<file path="config.mk">
export PLATFORM = sky130hd
export DESIGN_NAME = if_stage_flat
export DESIGN_NICKNAME = d
export VERILOG_FILES = /design/src/rtl/if_stage_if.sv /design/src/rtl/if_stage.sv /design/src/flat_wrapper.sv
export SDC_FILE = /design/constraint.sdc
export NUM_CORES = 1
export LEC_CHECK = 0
export BUFFER_PORTS_ARGS = -buffer_cell sky130_fd_sc_hd__buf_2
export CAP_MARGIN = 40
export CELL_PAD_IN_SITES_DETAIL_PLACEMENT = 1
export CELL_PAD_IN_SITES_GLOBAL_PLACEMENT = 2
export CORE_ASPECT_RATIO = 1.25
export CORE_UTILIZATION = 37
export CTS_CLUSTER_SIZE = 14
export DETAILED_ROUTE_END_ITERATION = 8
export HOLD_SLACK_MARGIN = 0.03
export PLACE_DENSITY = 0.83
export SLEW_MARGIN = 20
export SYNTH_ARGS = -nofsm -noshare
export SYNTH_HDL_FRONTEND = slang
export SYNTH_SLANG_ARGS = --single-unit
</file>
<file path="constraint.sdc">
create_clock -name clk -period 17.6 [get_ports clk]
set_input_delay 2.64 -clock clk [delete_from_list [all_inputs] [get_ports clk]]
set_output_delay 2.64 -clock clk [all_outputs]
set_load 0.05 [all_outputs]
</file>
<file path="src/rtl/if_stage_if.sv">
// Instruction-memory bus between the fetch stage and instruction memory.
// Single outstanding request: req/gnt accepts an address, rvalid/rdata returns it.
`timescale 1ns/1ps
interface if_stage_if;
   logic        imem_req;
   logic [31:0] imem_addr;
   logic        imem_gnt;
   logic        imem_rvalid;
   logic [31:0] imem_rdata;

   modport master (
      output imem_req,
      output imem_addr,
      input  imem_gnt,
      input  imem_rvalid,
      input  imem_rdata
   );

   modport slave (
      input  imem_req,
      input  imem_addr,
      output imem_gnt,
      output imem_rvalid,
      output imem_rdata
   );
endinterface

</file>
<file path="src/rtl/if_stage.sv">
// Instruction fetch stage: issues word-aligned fetches, tracks the single
// outstanding response, parks a response in a hold buffer while ID stalls,
// and drives the IF/ID pipeline register.
`timescale 1ns/1ps
module if_stage #(
   parameter logic [31:0] RESET_PC = 32'h0000_0000,
   parameter logic [31:0] NOP_INST = 32'h0000_0013
) (
   input  logic        clk,
   input  logic        rst,
   input  logic        stall_if,
   input  logic        bubble_if,
   input  logic        new_pc_valid,
   input  logic [31:0] new_pc,
   if_stage_if.master  imem,
   output logic [31:0] pc_id,
   output logic [31:0] inst_id,
   output logic        valid_id
);

   typedef enum logic [1:0] {IDLE, WAIT, HOLD} state_t;

   state_t      state;
   logic [31:0] pc_f;
   logic [31:0] pc_wait;
   logic [31:0] hold_pc;
   logic [31:0] hold_inst;
   logic        drop;

   logic        accept;
   logic        resp_ok;
   logic        granted;
   logic [31:0] redirect_pc;
   logic        load_if;
   logic [31:0] load_pc;
   logic [31:0] load_inst;

   // ID can take a new instruction this cycle
   assign accept      = !stall_if && !bubble_if && !new_pc_valid;
   // Redirect targets are forced to a word boundary
   assign redirect_pc = new_pc & 32'hFFFF_FFFC;
   // A live (not cancelled) response is on the bus
   assign resp_ok     = (state == WAIT) && imem.imem_rvalid && !drop;

   // Fetch request: new request only when nothing is outstanding or the
   // outstanding response is being consumed by ID in this same cycle
   always_comb begin
      imem.imem_req = 1'b0;
      case (state)
         IDLE:    imem.imem_req = !new_pc_valid;
         WAIT:    imem.imem_req = resp_ok && accept;
         default: imem.imem_req = 1'b0;
      endcase
   end

   assign imem.imem_addr = pc_f;
   assign granted        = imem.imem_req && imem.imem_gnt;

   // Select the instruction offered to IF/ID: live response first, then hold buffer
   always_comb begin
      load_if   = 1'b0;
      load_pc   = hold_pc;
      load_inst = hold_inst;
      if (resp_ok && accept) begin
         load_if   = 1'b1;
         load_pc   = pc_wait;
         load_inst = imem.imem_rdata;
      end else if ((state == HOLD) && accept) begin
         load_if   = 1'b1;
      end
   end

   // Fetch control FSM, PC tracking, drop flag and hold buffer
   always_ff @(posedge clk or posedge rst) begin
      if (rst) begin
         state     <= IDLE;
         pc_f      <= RESET_PC;
         pc_wait   <= RESET_PC;
         hold_pc   <= 32'h0;
         hold_inst <= 32'h0;
         drop      <= 1'b0;
      end else begin
         if (granted) begin
            pc_wait <= pc_f;
            pc_f    <= pc_f + 32'd4;
         end
         // A redirect always wins over the sequential increment
         if (new_pc_valid) begin
            pc_f <= redirect_pc;
         end
         case (state)
            IDLE: begin
               if (granted) begin
                  state <= WAIT;
               end
            end
            WAIT: begin
               if (imem.imem_rvalid) begin
                  if (drop || new_pc_valid || bubble_if) begin
                     drop  <= 1'b0;
                     state <= IDLE;
                  end else if (stall_if) begin
                     hold_pc   <= pc_wait;
                     hold_inst <= imem.imem_rdata;
                     state     <= HOLD;
                  end else begin
                     state <= granted ? WAIT : IDLE;
                  end
               end else if (new_pc_valid) begin
                  // Response still in flight for the old path; discard it on arrival
                  drop <= 1'b1;
               end
            end
            HOLD: begin
               if (!stall_if || bubble_if || new_pc_valid) begin
                  state <= IDLE;
               end
            end
            default: state <= IDLE;
         endcase
      end
   end

   // IF/ID register: bubble beats stall beats load; otherwise insert a NOP
   always_ff @(posedge clk or posedge rst) begin
      if (rst) begin
         pc_id    <= RESET_PC;
         inst_id  <= NOP_INST;
         valid_id <= 1'b0;
      end else if (bubble_if) begin
         inst_id  <= NOP_INST;
         valid_id <= 1'b0;
      end else if (!stall_if) begin
         if (load_if) begin
            pc_id    <= load_pc;
            inst_id  <= load_inst;
            valid_id <= 1'b1;
         end else begin
            inst_id  <= NOP_INST;
            valid_id <= 1'b0;
         end
      end
   end

endmodule

</file>
<file path="src/flat_wrapper.sv">
// flat-port wrapper written by rule: the top's interface ports become plain ports
module if_stage_flat 
#(
   parameter logic [31:0] RESET_PC = 32'h0000_0000,
   parameter logic [31:0] NOP_INST = 32'h0000_0013
)
  (clk, rst, stall_if, bubble_if, new_pc_valid, new_pc, pc_id, inst_id, valid_id, imem_imem_req, imem_imem_addr, imem_imem_gnt, imem_imem_rvalid, imem_imem_rdata);
  if_stage_if imem_i ();
  input  logic clk;
  input  logic rst;
  input  logic stall_if;
  input  logic bubble_if;
  input  logic new_pc_valid;
  input  logic [31:0] new_pc;
  output logic [31:0] pc_id;
  output logic [31:0] inst_id;
  output logic valid_id;
  output wire logic [$bits(imem_i.imem_req)-1:0] imem_imem_req;
  output wire logic [$bits(imem_i.imem_addr)-1:0] imem_imem_addr;
  input wire logic [$bits(imem_i.imem_gnt)-1:0] imem_imem_gnt;
  input wire logic [$bits(imem_i.imem_rvalid)-1:0] imem_imem_rvalid;
  input wire logic [$bits(imem_i.imem_rdata)-1:0] imem_imem_rdata;
  assign imem_imem_req = imem_i.imem_req;
  assign imem_imem_addr = imem_i.imem_addr;
  assign imem_i.imem_gnt = imem_imem_gnt;
  assign imem_i.imem_rvalid = imem_imem_rvalid;
  assign imem_i.imem_rdata = imem_imem_rdata;
  if_stage #(.RESET_PC(RESET_PC), .NOP_INST(NOP_INST)) u_core (.clk(clk), .rst(rst), .stall_if(stall_if), .bubble_if(bubble_if), .new_pc_valid(new_pc_valid), .new_pc(new_pc), .imem(imem_i), .pc_id(pc_id), .inst_id(inst_id), .valid_id(valid_id));
endmodule
</file>
==> reports/results.md, run 1 <==
| Step | Quantity | This run |
| --- | --- | --- |
| yosys | Async set or reset register ratio after synthesis | 1.00 |
| setup path | Reg2reg path depth | 6 |
| status | Outcome | completed |
| timing | Setup repair after global routing missed its margin | false |
| die | Die Outline Area | 0.0221 sq mm |
| yosys | Number of warning messages in the yosys log | 0 |
| power and ir drop | Comb pwr share | 0.205 |
| global route | Gr usage total | 0.195 |
| placed design | Final GP Congestion | 0.746 |
| global route | Initial antenna violation count | 0 |
| clock tree | H-Tree Depth | 4 |
| yosys | Most frequent cell after synthesis | dfrtp_1 |
| power and ir drop | Seq pwr share | 0.487 |
| timing | Number of pins with negative max-slew slack in the final report | 0 |
| global route | Number of global-route vias before repair | 6314 |
| timing | Period utilisation layout | 0.371 |
| placed design | Area post-placement | 0.00906 sq mm |
| global route | Remaining global-route overflow | 0 |
| drt | Initial DRT Pass Iterations | 6 |
| drt | Starting DRT DRC Count | 357 |
| timing | Fmax | 0.153 GHz |
| timing | Worst Max-Slew Pin Slew | 0.810 ns |
| finish | Final standard cell area without fillers | 0.00964 sq mm |
| yosys | Xor/xnor cell area share of the yosys netlist | 0.0176 |
| power and ir drop | Net Sw Frac | 0.332 |
| die | Die width | 133 microns |
| yosys | Top cells by area in the synthesized netlist | dfrtp_1, mux2_2, nand2_1 |
| setup path | Critical path data required time | 14.96 ns |
| yosys | #FFs+latches synth | 188 |
| placed design | Placed wire-length estimate after detailed placement | 13600 microns |
| clock tree | Cells resized by post-CTS repair | 0 |
| die | Overall die height | 166 microns |
| clock tree | Latest clock arrival within the worst-skew pair | 0.43 ns |
| setup path | CP bufs+invs | 3 |
| clock tree | CTS tree | built |
| setup path | Most numerous cell on the critical path | buf_2 |
| min path | Terminating pin of the worst hold path | u_core.pc_id[27]$_DFFE_PP0P_ |
| setup path | Setup slack, reg-to-reg | 15.13 ns |
| drt | Via/cell ratio | 5.15 |
| clock tree | Num CTS Buffers | 17 |
| timing | Number of hold-slack violations in the final timing report | 0 |
| yosys | Post-synth EDFFs | 0 |
| yosys | Post-Synth Simple-Gate Area | 0.142 |
| yosys | Commonest cells in the netlist | dfrtp_1, nand2_1, mux2_2 |
| drt | Vias post-DR | 6015 |
| min path | Hold Startpoint | u_core.pc_id[27]$_DFFE_PP0P_ |
| placed design | Number of port buffers | 162 |
| timing | Worst slew margin relative to its limit | 0.455 |
| power and ir drop | Max VDD drop | 0.0674 mV |
| yosys | Mean post-synth cell area | 10.9 sq um |
| die | Core Area | 0.0210 sq mm |
| clock tree | CTS hold repair buffers | 0 |
| setup path | Type of destination of the critical path | output pin |
| clock tree | Worst-path clk slew | 0.07 ns |
| timing | Total negative slack | 0 ns |
| finish | Synthesis-to-layout area growth | 21.1% |
| global route | Maximum number of pins on one net before global-route repair | 113 |
| setup path | Reg-to-Reg Start | u_core.imem.imem_addr[2]$_DFFE_PP0P_ |
| timing | Count of final setup violators | 0 |
| die | Placement Rows | 59 |
| yosys | Distinct cells, synth | 45 |
| setup path | Series of cell instances along the critical path | buf_2, buf_4, nor2_1, nand3_1, o32ai_1, buf_2 |
| setup path | Peak per-stage delay on the critical path | 0.33 ns |
| yosys | Post-Syn Instances | 729 |
| clock tree | Buffer count from post-CTS setup fixing | 0 |
| global route | Wire length of the first global-routing pass | 34000 microns |
| yosys | Synth Area in Compound Gates | 0.111 |
| setup path | Worst path arrival time | 3.90 ns |
| setup path | Endpoint of the lowest-slack register-to-register path | u_core.imem.imem_addr[28]$_DFFE_PP0P_ |
| job | Max-Cap Viols | 0 |
| timing | Final setup skew | 0.0114 ns |
| yosys | Largest family of logic cells by synthesized area | simple AND/OR/NAND/NOR gates |
| yosys | Adder-cell share of the synthesized area | 0.00157 |
| power and ir drop | Switching power of the nets | 0.386 mW |
| clock tree | Max clock buf depth | 2 |
| power and ir drop | Leakage | 5.02 nW |
| finish | Antenna diode count | 0 |
| drt | Routed wire length | 20200 microns |
| yosys | Proportion of synthesized area in mux cells | 0.0905 |
| setup path | Kind of start point of the critical path | primary input |
| min path | Hold Path Depth | 2 |
| die | Initial core utilization | 0.380 |
| setup path | Family with the most delay on the worst path | buffers and inverters |
| yosys | Top cell type by total area after synthesis | dfrtp_1 |
| clock tree | Count of clock tree sinks | 188 |
| yosys | Netlist area before placement | 0.00796 sq mm |
| power and ir drop | Clock share of power | 0.308 |
| clock tree | Library cell used as clock root buffer | clkbuf_16 |
| drt | Remaining design rule violation count | 0 |
| setup path | Category of the most critical setup path | in -> out |
| finish | Fraction of layout instances using a drive strength above 1 | 0.325 |
| die | Top-level port count | 169 |
| yosys | Share of the yosys chip area belonging to registers | 0.591 |
| drt | Remaining antenna violation count | 0 |
| setup path | Largest driver fanout on the critical path | 45 |
| power and ir drop | Internal power contribution | 0.776 mW |
| min path | Hold crit path type | reg -> reg |
| power and ir drop | Power after layout | 1.16 mW |
| yosys | Area share of the largest cell type after synthesis | 0.582 |
| finish | Nets@finish | 952 |
| timing | Final min period | 6.54 ns |
| drt | Drt wl/cell | 17.3 microns |
| setup path | Library cell contributing the largest single delay on the critical path | buf_2 |
| yosys | Most common flop cell mapped by yosys | dfrtp_1 |
| power and ir drop | PD cells | 121 mW/mm^2 |
-- through the flow --
stage / hold WS (ns) / cells / utilization / setup slack (ns)
floorplan: 0.455 / 732 / - / 9.85
global placement: 0.454 / 1132 / 0.430 / 11.03
detailed placement: 0.460 / 1134 / 0.432 / 11.05
CTS: 0.476 / 1166 / 0.458 / 11.05
global route: 0.495 / 1167 / 0.460 / 10.96
finish: 0.468 / 1167 / 0.460 / 11.06
-- area by class of cell --
class	count	area, sq um
well taps	274	343
clock buffers	20	457
repair buffers	174	961
clock inverters	12	91.3
fillers	2395	11300
inverters	41	161
flip-flops and latches	188	4710
multi-input cells	458	2920
-- worst max path at each step --
stage | from | end | slack (ns) | cells after the start
6_report | new_pc_valid | imem_imem_req | 11.06 | 6
5_1_grt | new_pc_valid | imem_imem_req | 10.96 | 6
4_1_cts | new_pc_valid | imem_imem_req | 11.05 | 6
3_5_place_dp | new_pc_valid | imem_imem_req | 11.05 | 6
3_3_place_gp | new_pc_valid | imem_imem_req | 11.03 | 6
2_1_floorplan | rst | u_core.drop$_DFFE_PP0P_ | 9.85 | 1
-- registers in the layout, summed over array words and instances (netlist names) --
register / cells
u_core.pc_wait: 30
u_core.imem.imem_addr: 30
u_core.pc_id: 30
u_core.drop: 1
u_core.hold_inst: 32
u_core.hold_pc: 30
u_core.valid_id: 1
u_core.inst_id: 32
u_core.state: 2
-- worst register-to-register path, cell delays in order (launching register included) --
cell and delay, ns:
dfrtp_1 0.47, ha_1 0.23, nand3_1 0.28, nor4_1 0.75, nand4_1 0.20, xnor2_1 0.16, mux2_2 0.26
-- cell usage in the layout, fill, tap and decap left out, types with 4 or more instances in the layout --
master	instances
a21oi_1	10
inv_1	40
nand3_1	13
buf_2	162
conb_1	4
xnor2_1	10
dfrtp_1	185
nor2_1	20
nor4_2	4
buf_4	9
clkinv_4	5
o21ai_1	5
mux2_2	64
o211ai_1	5
a22oi_1	33
clkbuf_16	17
nand4_1	12
or3_1	5
xor2_1	6
nand2_1	179
a222oi_1	29
o21ai_0	22
-- cell families (layout without fill, tap and decap cells) --
group	Yosys count	after routing
and+or+nand+nor	254	254
DFF	188	188
AOI/OAI and AO/OA	119	119
buffers and inverters	86	247
muxes	64	64
xor gates and xnor gates	16	16
adders and majority gates	1	1
other	1	4
-- power groups by stage --
stage	Sequential (mW)	Combinational [mW]	Clock, mW
after floorplan	0.645	0.0939	0
after global placement	0.568	0.234	0
after detailed placement	0.574	0.241	0
after CTS	0.566	0.242	0.371
final	0.566	0.238	0.358
after global routing	0.578	0.259	0.388
-- routing by layer --
layer	wire length, microns	up-vias	global-route usage
li1	-	2844	-
met1	9830	3019	0.275
met2	9440	142	0.306
met3	761	10	0.0379
met4	192	0	0.0504
met5	0	-	0
(Power assumes the default switching activity.)
==> inputs of run 2 (changes only) <==
CORE_UTILIZATION = 35   (was 37)
PLACE_DENSITY = 0.79   (was 0.83)
clock period = 6.1 ns   (was 17.6 ns; I/O delays follow)
==> reports/results.md, run 2 (synthesis gave the netlist of run 1 again) <==
| Step | Quantity | This run | Delta |
| --- | --- | --- | --- |
| setup path | Critical path data required time | 5.18 ns | -9.78 ns |
| power and ir drop | Net Sw Frac | 0.329 | -0.00309 |
| drt | Remaining antenna violation count | 0 | unchanged |
| setup path | Reg2reg path depth | 6 | unchanged |
| power and ir drop | Comb pwr share | 0.202 | -0.003 |
| finish | Largest regs | u_core.hold_inst x32, u_core.inst_id x32 |  |
| die | Initial core utilization | 0.357 | -0.0225 |
| setup path | Category of the most critical setup path | in -> out |  |
| placed design | Final GP Congestion | 0.785 | +5.2% |
| setup path | Worst path arrival time | 2.26 ns | -1.64 ns |
| setup path | Endpoint of the lowest-slack register-to-register path | u_core.imem.imem_addr[27]$_DFFE_PP0P_ |  |
| drt | Routed wire length | 20700 microns | +2.5% |
| finish | Leading cell types in the layout, fill and taps excluded | dfrtp_1, nand2_1, buf_2 |  |
| clock tree | Count of clock tree sinks | 188 | unchanged |
| min path | Terminating pin of the worst hold path | u_core.pc_id[17]$_DFFE_PP0P_ |  |
| clock tree | Buffer count from post-CTS setup fixing | 0 | unchanged |
| timing | PnR worst setup slack | 2.93 ns | -8.13 ns |
| die | Die Outline Area | 0.0234 sq mm | +5.6% |
| global route | Gr usage total | 0.187 | -0.00761 |
| die | Core Area | 0.0223 sq mm | +6.3% |
| power and ir drop | Max VDD drop | 0.193 mV | +190% |
| placed design | Area post-placement | 0.00907 sq mm | +0.12% |
| clock tree | CTS tree | built |  |
| status | Outcome | completed |  |
| timing | Worst Max-Slew Pin Slew | 0.756 ns | -0.0535 ns |
| timing | Number of hold-slack violations in the final timing report | 0 | unchanged |
| power and ir drop | PD cells | 353 mW/mm^2 | +190% |
| die | Die width | 137 microns | +2.8% |
| timing | Final setup skew | 0.0116 ns | +0.000169 ns |
| clock tree | Worst-path clk slew | 0.06 ns | about the same |
| job | Max-Cap Viols | 0 | unchanged |
| setup path | Setup slack, reg-to-reg | 3.46 ns | -11.67 ns |
| finish | Final standard cell area without fillers | 0.00964 sq mm | about the same |
| clock tree | Latest clock arrival within the worst-skew pair | 0.43 ns | about the same |
| finish | Most common library cell in the layout ignoring fill and taps | dfrtp_1 |  |
| timing | Worst slew margin relative to its limit | 0.491 | +0.0360 |
| min path | Hold crit path type | reg -> reg |  |
| die | Placement Rows | 61 | +3.4% |
| power and ir drop | Internal power contribution | 2.28 mW | +190% |
| global route | Number of global-route vias before repair | 6292 | -0.35% |
| timing | Total negative slack | 0 ns | unchanged |
| global route | Initial antenna violation count | 0 | unchanged |
| placed design | Number of port buffers | 162 | unchanged |
| placed design | Post-placement worst setup slack | 2.52 ns | -8.53 ns |
| setup path | Kind of start point of the critical path | primary input |  |
| placed design | Placed insts | 1143 | +0.79% |
| power and ir drop | Clock share of power | 0.318 | +0.010 |
| timing | Number of pins with negative max-slew slack in the final report | 0 | unchanged |
| clock tree | H-Tree Depth | 4 | unchanged |
| setup path | Largest driver fanout on the critical path | 45 | unchanged |
| timing | Fmax | 0.315 GHz |  |
| die | Overall die height | 171 microns | +2.8% |
| drt | Initial DRT Pass Iterations | 7 | +1 |
| drt | Vias post-DR | 6025 | +0.17% |
| power and ir drop | Switching power of the nets | 1.12 mW | +190% |
| clock tree | Num CTS Buffers | 17 | unchanged |
| die | Top-level port count | 169 | unchanged |
| min path | Hold Startpoint | u_core.pc_id[17]$_DFFE_PP0P_ |  |
| finish | Antenna diode count | 0 | unchanged |
| drt | Drt wl/cell | 17.6 microns | +1.8% |
| clock tree | Cells resized by post-CTS repair | 0 | unchanged |
| min path | Hold Path Depth | 2 | unchanged |
| setup path | Reg-to-Reg Start | u_core.drop$_DFFE_PP0P_ |  |
| finish | Fraction of layout instances using a drive strength above 1 | 0.323 | -0.00188 |
| power and ir drop | Seq pwr share | 0.480 | -0.007 |
| placed design | Placed wire-length estimate after detailed placement | 14000 microns | +3.0% |
| timing | Min Hold Slack | 0.470 ns | +0.00233 ns |
| drt | Remaining design rule violation count | 0 | unchanged |
| clock tree | CTS hold repair buffers | 0 | unchanged |
| drt | Via/cell ratio | 5.13 | -0.52% |
| timing | Final min period | 3.17 ns |  |
| finish | Synthesis-to-layout area growth | 21.2% | about the same |
| power and ir drop | Leakage | 5.02 nW | -0.10% |
| finish | Finished Layout Cells | 1175 | +0.69% |
| global route | Remaining global-route overflow | 0 | unchanged |
| global route | Maximum number of pins on one net before global-route repair | 94 | -17% |
| clock tree | Max clock buf depth | 2 | unchanged |
| timing | Setup repair after global routing missed its margin | false |  |
| setup path | Type of destination of the critical path | output pin |  |
| timing | Period utilisation layout | 0.520 |  |
| timing | Count of final setup violators | 0 | unchanged |
| global route | Wire length of the first global-routing pass | 33900 microns | -0.43% |
| drt | Starting DRT DRC Count | 279 | -22% |
| finish | Nets@finish | 951 | -0.11% |
| clock tree | Library cell used as clock root buffer | clkbuf_16 |  |
==> run 2: cell types whose count changed in the layout (fill, tap and decap cells not counted), sizes merged <==
| cell | delta |
|---|---|
| buf | -1 |
| bufinv | +1 |
| clkbuf | +1 |
| clkinv | -3 |
| inv | +1 |
==> run 2: cell type report <==
class | count | area, sq um
clock buffer | 21 | 460
tap | 283 | 354
inverter | 41 | 161
timing repair buffer | 173 | 933
clock inverter | 11 | 111
sequential | 188 | 4710
multi-input combinational | 458 | 2920
fill | 2555 | 12600
==> run 2: routing by layer <==
| metal | vias to the layer above | wire length [microns] | global-route usage |
|---|---|---|---|
| met3 | 15 | 975 | 0.0391 |
| met1 | 3023 | 9690 | 0.252 |
| met2 | 152 | 9850 | 0.306 |
| met4 | 0 | 212 | 0.0444 |
| met5 | - | 0 | 0 |
| li1 | 2835 | - | - |
==> run 2: worst max-delay path by stage <==
stage	startpoint	endpoint
5_1_grt	new_pc_valid	imem_imem_req
3_5_place_dp	new_pc_valid	u_core.imem.imem_addr[27]$_DFFE_PP0P_
4_1_cts	new_pc_valid	imem_imem_req
3_3_place_gp	new_pc_valid	u_core.imem.imem_addr[31]$_DFFE_PP0P_
6_report	new_pc_valid	imem_imem_req
2_1_floorplan	rst	u_core.drop$_DFFE_PP0P_
==> run 2: power groups by stage <==
stage / Combinational (mW) / Clock [mW] / Sequential (mW)
after global routing: 0.746 / 1.16 / 1.67
after CTS: 0.698 / 1.12 / 1.63
final: 0.686 / 1.08 / 1.63
after detailed placement: 0.694 / 0 / 1.66
after floorplan: 0.271 / 0 / 1.86
after global placement: 0.674 / 0 / 1.64
==> run 2: worst max-delay path, stage by stage <==
cell     delay, ns
buf_2         0.58
nor2_1        0.14
nand3_1       0.21
o32ai_1       0.14
buf_2         0.26
==> run 2: stage by stage <==
step	power, mW	util
floorplan	2.13	-
global route	3.58	0.433
finish	3.40	0.433
CTS	3.46	0.433
detailed placement	2.35	0.407
global placement	2.32	0.404
